### config.mk
export PLATFORM = sky130hd
export DESIGN_NAME = tlb_update_arbiter
export DESIGN_NICKNAME = d
export VERILOG_FILES = /design/src/rtl/tlb_update_arbiter.sv
export SDC_FILE = /design/constraint.sdc
export NUM_CORES = 1
export LEC_CHECK = 0
export CAP_MARGIN = 10
export CORE_MARGIN = 4
export CORE_UTILIZATION = 33
export CTS_CLUSTER_SIZE = 20
export DETAILED_ROUTE_END_ITERATION = 7
export PLACE_DENSITY = 0.78
export RECOVER_POWER = 50
export SLEW_MARGIN = 20
export SYNTH_ARGS = -nofsm -noshare
export SYNTH_HDL_FRONTEND = slang
export SYNTH_SLANG_ARGS = --single-unit
### constraint.sdc
create_clock -name clk -period 1.6 [get_ports clk]
set_input_delay 0.16 -clock clk [delete_from_list [all_inputs] [get_ports clk]]
set_output_delay 0.16 -clock clk [all_outputs]
set_load 0.02 [all_outputs]
### src/rtl/tlb_update_arbiter.sv
`default_nettype none
// +------------------------------------------------------------------------------------------+
// | tlb_update_arbiter: arbitrates init, software and page-walk fill writes into the TLB RAM  |
// | Rev 1.0                                                                                   |
// +------------------------------------------------------------------------------------------+
module tlb_update_arbiter #(
   parameter int  TLB_ENTRIES = 512,
   parameter int  ASSOC       = 4,
   parameter int  WID         = $clog2(TLB_ENTRIES),
   parameter int  AW          = $clog2(ASSOC),
   parameter type tlb_entry_t = logic [63:0]
) (
   input  logic             clk,
   input  logic             rst,
   input  logic [WID:0]     i_init_cnt,
   input  logic [WID-1:0]   i_init_entry_no,
   input  tlb_entry_t       i_init_entry,
   input  logic             i_sw_req,
   output logic             o_sw_ack,
   input  logic [AW-1:0]    i_sw_way,
   input  logic [WID-1:0]   i_sw_entry_no,
   input  tlb_entry_t       i_sw_entry,
   input  logic             i_fill_req,
   output logic             o_fill_ack,
   input  logic [WID-1:0]   i_fill_entry_no,
   input  tlb_entry_t       i_fill_entry,
   output logic             o_fill_err,
   output logic             o_rd_en,
   output logic [WID-1:0]   o_rd_addr,
   input  logic [ASSOC-1:0] i_rd_lock,
   output logic             o_wr_en,
   output logic [ASSOC-1:0] o_wr_way,
   output logic [WID-1:0]   o_wr_addr,
   output tlb_entry_t       o_wr_data,
   output logic             o_init_done
);

   typedef enum logic [2:0] {
      S_INIT    = 3'd0,
      S_IDLE    = 3'd1,
      S_SW_WR   = 3'd2,
      S_FILL_RD = 3'd3,
      S_FILL_WR = 3'd4
   } state_t;

   localparam logic [15:0] c_LFSR_SEED = 16'hACE1;
   localparam logic [15:0] c_LFSR_MASK = 16'hB400;

   state_t          r_state;
   state_t          w_next;
   logic [AW-1:0]   r_way;
   logic [WID-1:0]  r_addr;
   tlb_entry_t      r_data;
   logic [15:0]     r_lfsr;
   logic            w_vic_found;
   logic [AW-1:0]   w_vic;
   logic            w_unused;

   // Only the completion bit of the init counter matters here.
   assign w_unused = ^i_init_cnt[WID-1:0];

   // Highest offset is visited first so the lowest offset from the start way wins.
   always_comb begin
      logic [AW-1:0] v_idx;
      w_vic_found = 1'b0;
      w_vic       = '0;
      v_idx       = '0;
      for (int i = ASSOC - 1; i >= 0; i--) begin
         v_idx = r_lfsr[AW-1:0] + AW'(i);
         if (!i_rd_lock[v_idx]) begin
            w_vic_found = 1'b1;
            w_vic       = v_idx;
         end
      end
   end

   always_ff @(posedge clk) begin
      if (rst) begin
         r_state <= S_INIT;
         r_way   <= '0;
         r_addr  <= '0;
         r_data  <= '0;
         r_lfsr  <= c_LFSR_SEED;
      end else begin
         r_state <= w_next;
         r_lfsr  <= {1'b0, r_lfsr[15:1]} ^ (r_lfsr[0] ? c_LFSR_MASK : 16'h0000);
         if (r_state == S_IDLE) begin
            if (i_sw_req) begin
               r_way  <= i_sw_way;
               r_addr <= i_sw_entry_no;
               r_data <= i_sw_entry;
            end else if (i_fill_req) begin
               r_addr <= i_fill_entry_no;
               r_data <= i_fill_entry;
            end
         end
      end
   end

   always_comb begin
      w_next     = r_state;
      o_sw_ack   = 1'b0;
      o_fill_ack = 1'b0;
      o_fill_err = 1'b0;
      o_rd_en    = 1'b0;
      o_rd_addr  = r_addr;
      o_wr_en    = 1'b0;
      o_wr_way   = '0;
      o_wr_addr  = r_addr;
      o_wr_data  = r_data;
      case (r_state)
         S_INIT: begin
            if (i_init_cnt[WID]) begin
               w_next = S_IDLE;
            end else begin
               o_wr_en   = 1'b1;
               o_wr_way  = {1'b1, {(ASSOC-1){1'b0}}};
               o_wr_addr = i_init_entry_no;
               o_wr_data = i_init_entry;
            end
         end
         S_IDLE: begin
            if (i_sw_req)        w_next = S_SW_WR;
            else if (i_fill_req) w_next = S_FILL_RD;
         end
         S_SW_WR: begin
            o_wr_en  = 1'b1;
            o_wr_way = ASSOC'(1) << r_way;
            o_sw_ack = 1'b1;
            w_next   = S_IDLE;
         end
         S_FILL_RD: begin
            o_rd_en = 1'b1;
            w_next  = S_FILL_WR;
         end
         S_FILL_WR: begin
            o_fill_ack = 1'b1;
            if (w_vic_found) begin
               o_wr_en  = 1'b1;
               o_wr_way = ASSOC'(1) << w_vic;
            end else begin
               o_fill_err = 1'b1;
            end
            w_next = S_IDLE;
         end
         default: w_next = S_INIT;
      endcase
      // A reset cycle aborts whatever the current state would have issued.
      if (rst) begin
         o_sw_ack   = 1'b0;
         o_fill_ack = 1'b0;
         o_fill_err = 1'b0;
         o_rd_en    = 1'b0;
         o_wr_en    = 1'b0;
         o_wr_way   = '0;
      end
   end

   assign o_init_done = (r_state != S_INIT) && !rst;

endmodule
`default_nettype wire

### Yosys cells after proc, flatten, opt, wreduce, memory -nomap -nowiden

Cells that the tools add are included.

| storage, ports and cells | value |
|---|---|
| register bits after elaboration | 94 |
| input bits | 239 |

| operators by class | value |
|---|---|
| add/subtract/negate cells | 3 |
| shifts and indexed selects | 2 |
| reduce and logical (&&, ||, !) cells | 9 |
| equality and inequality tests | 6 |
| bitwise operators | 1 |
| muxes and demuxes | 46 |
| magnitude comparators | 4 |

Operator list:

| kind | number |
|---|---|
| $mux W64 | 4 |
| $mux W9 | 4 |
| $mux W1 | 20 |
| $mux W16 | 1 |
| $xor A15 B16 Y16 | 1 |
| $lt A2 B3 Y1 const B | 4 |
| $mux W4 | 3 |
| $pmux W3 S4 | 1 |
| $pmux W4 S3 | 1 |
| $mux W3 | 3 |
| $bmux W1 S2 | 4 |
| $mux W2 | 4 |
| $shl A1 B2 Y4 const A | 2 |
| $eq A3 B2 Y1 const B | 2 |
| $reduce_and A2 Y1 | 3 |
| $add A2 B2 Y2 const B | 2 |
| $eq A3 B1 Y1 const B | 1 |
| $eq A3 B3 Y1 const B | 1 |
| $logic_not A3 Y1 | 1 |
| $ne A3 B3 Y1 const B | 1 |
| $pmux W1 S3 | 1 |
| $reduce_bool A3 Y1 | 1 |
| $add A2 B1 Y2 const B | 1 |
| $ne A2 B2 Y1 const B | 1 |
| 4 further kinds | 4 |

### Depth between registers and ports, before layout

| logic depth | value |
|---|---|
| depth in word-level cells | 11 |
| depth in mapped cells | 6 |
| mapped depth without buffers | 4 |

### Worst setup path after synthesis

No wires, ideal clock.

| timing path | value |
|---|---|
| path type | register to output |
| from | register r_state[1] |
| to | output o_wr_way[0] |
| setup slack | -0.365 ns |
| data arrival time | 1.805 ns |
| buffers on the path | 1 |
| cell stages (with the launch flop) | 5 |
| cells stage by stage | dfxtp_1 > buf_2 > nor4b_2 > nand2_1 > o31ai_1 |

| between the ends | value |
|---|---|
| cells in the longest elaborated chain, start to end | 3 |
| elaborated cells on any way between the ends | 5 |

Ends and longest elaborated chain:

| item | RTL line | RTL |
|---|---|---|
| from (decl) | 49 | `state_t r_state;` |
| from (signal assigned) | 85 | `r_state <= w_next;` |
| $eq A3 B3 Y1 (tied with other cells) | 111 | `case (r_state)` |
| $pmux W4 S3 (*) | 111 |  |
| $mux W4 (*) | 149 | `if (rst) begin` |
| to (decl) | 32 | `output logic [ASSOC-1:0] o_wr_way,` |

Every way passes the cells marked *; elsewhere a longest branch is shown, timed or not.

==> run metrics <==
status finished with violations; failing checks setup timing; DP HPWL ~14000 um; Least-Margin Pin Slew approximately 1400 ps; CP top delay family buffers and inverters; overall routing resource usage 23.8%; fraction of layout cells with a size suffix above 1 39.4%; worst vdd ir 0.000631 V; die area around 17000 sq um; pre-CTS setup slack -710 ps; Synth Warn # 0; Synth Area in Compound Gates 14.0%; crit-path max cell delay 340 ps; Hold Path Class in -> reg; Post-synth top flop dfxtp_1; Yosys top cell area share a little under two fifths; Min Hold Slack slightly below 300 ps; clock root buffer clkbuf_16; post-synthesis cell type count 38; Final Hold Fails 0; WL per Instance about 23 um; Post-CTS Hold Fix Bufs 0; H-tree depth 3; Post-Syn Instances about 500; post-DR vias/cell 5.24; RSZ-0062 raised after global routing true; Starting DRT DRC Count between 200 and 250; die width approximately 130 um; final core utilization approximately 70%; WP buf/inv 3; total gr overflow 0; crit path DAT between 1500 and 2000 ps; worst skew pair latency 350 ps; Critical-path top delay cell mux2_2; leading area contributor after synthesis dfxtp_1; Synth area leaders dfxtp_1 37%, mux2i_1 15%, mux2_2 12%; Rel. slew slack a little under a tenth; hold_sp i_sw_req; first-pass GRT wire length 32700 um; syn avg cell area about 10 sq um; initial antenna violation count 1; I/O Buffers between 300 and 400; Ports ~330; clk buf depth 2; CP Capture Type primary output; Reg-to-Reg Start r_state[1]; DR pass1 iterations 4; Setup violations, final ~130; period utilisation layout 133%; critical-path maximum fanout 10; CTS tree done; Rows between 40 and 50; MaxCap Viol Count 0; Chip Height between 100 and 150 um; total wire length between 20000 and 25000 um; Layout area overhead 104%; main combinational cell family by area after synthesis multiplexers; number of global-route vias before repair 5747; top-count cell post-synth dfxtp_1; Final Max Slew Viols 0; CP Cell Sequence or2_4 > nor3_4 > buf_6 > buf_12 > mux2_2 > buf_2; synth cell count leaders 94 x dfxtp_1, 84 x nor2_1, 76 x mux2i_1, 63 x a211oi_1, 54 x mux2_2; CTS clk-pin slew, worst paths about 60 ps; crit path kind reg -> out; flops & latches, synth 94; largest net degree at the start of global routing 47; Initial Util about 34%; syn_nets around 740; Clock Sinks 94; setup ws final -533 ps; skew final roughly 5.8 ps; Tmin final ~2100 ps; mux cell area share after synthesis a little under a third; area of the core between 10000 and 15000 sq um; Synth Area in XOR/XNOR less than 1%; Synth Area in Simple Gates a little over a tenth; Post-Syn Area between 5000 and 6000 sq um; crit path from r_state[0]; Post-synth EDFFs 0; CP required about 1400 ps; leakage roughly 4.2 nW; register area share after synthesis 37.3%; P per Cell Area between 800 and 900 nW/um^2; Max Fclk roughly 0.47 GHz; Async SR Flop Fraction 0%; antenna-violating nets left 0; synthesized-area fraction occupied by adder cells 0%; Num CTS Buffers 9; Final nets 1103; CP Launch Type flop; drc violations 0; vias ~5.5k; placer congestion estimate between 0.8 and 0.9; fill count 1065
[final timing paths]
check | end | slack [ps] | depth (start not counted)
worst max-delay path | o_wr_data[2] | -530 | 6
worst min-delay path | r_state[0] | 290 | 4
worst max register to register | r_data[52] | -100 | 7
worst min register to register | r_lfsr[11] | 410 | 1
[sequential cells by signal, indices dropped and copies added (netlist names)]
register,cells
o_rd_addr,9
r_data,64
r_state,3
r_way,2
r_lfsr,16
[cell usage in the layout, fill, tap and decap left out, drive strengths merged, types with 2 or more instances in the layout]
cell           count
buf              144
clkdlybuf4s50    236
mux2              73
clkbuf            25
nor3               4
or2                8
nor2              84
clkinv             2
inv                6
a21oi              2
nand2b             6
a211oi            73
bufinv             4
mux2i             76
dfxtp             94
nor3b              2
nor2b              8
xnor2              3
a31oi              3
o21ai              2
[where the power goes]
part | internal, mW | switching [mW] | leakage (nW) | total, mW
registers | 2.54 | 0.126 | 0.776 | 2.66
logic | 1.86 | 1.41 | 3.29 | 3.27
clock network | 1.69 | 0.931 | 0.177 | 2.62
[cell families (layout without fill, tap and decap cells)]
group,after synthesis,after routing
buffers and inverters,51,417
AO/OA/AOI/OAI,88,88
other,0,1
multiplexers,149,149
AND/OR/NAND/NOR,118,118
flip-flops,94,94
XOR/XNOR,3,3
[layer usage]
metal	routed length (um)	part of all wire, %	track usage [%]
met2	12200	50	42.4
met1	9850	40	26.8
met3	1700	7.0	6.92
met5	0	0	0
met4	629	2.6	9.04
[area by class of cell]
class	instances	area, sq um	share of cell area (%)
antenna	1	2.50	0.0243
clock buffer	10	229	2.23
clock inverter	6	134	1.30
inverter	6	25.0	0.243
multi-input combinational	358	3440	33.5
sequential	94	1890	18.4
tap	184	230	2.24
timing repair buffer	395	4320	42.1
[metrics by stage]
step	cell area [sq um]	cells	setup TNS (ps)	power, mW
global route	10300	1054	-47800	8.86
floorplan	5190	503	-808	4.00
global placement	8640	991	-55590	5.21
CTS	9420	1036	-45650	8.16
finish	10300	1054	-39820	8.55
detailed placement	8640	991	-60590	5.26
[tightest hold or removal path: stages]
cell,delay (ps)
buf_4,140
o21a_1,140
o22a_1,130
nor2_1,30
[timing repair]
action                                  CTS  global route
resized for setup                       438           152
pin swaps                                 3            20
gates cloned                             12            19
setup buffers                            17             6
endpoints found under the setup margin  159           157
No activity file was read; power rests on OpenSTA's default activity.
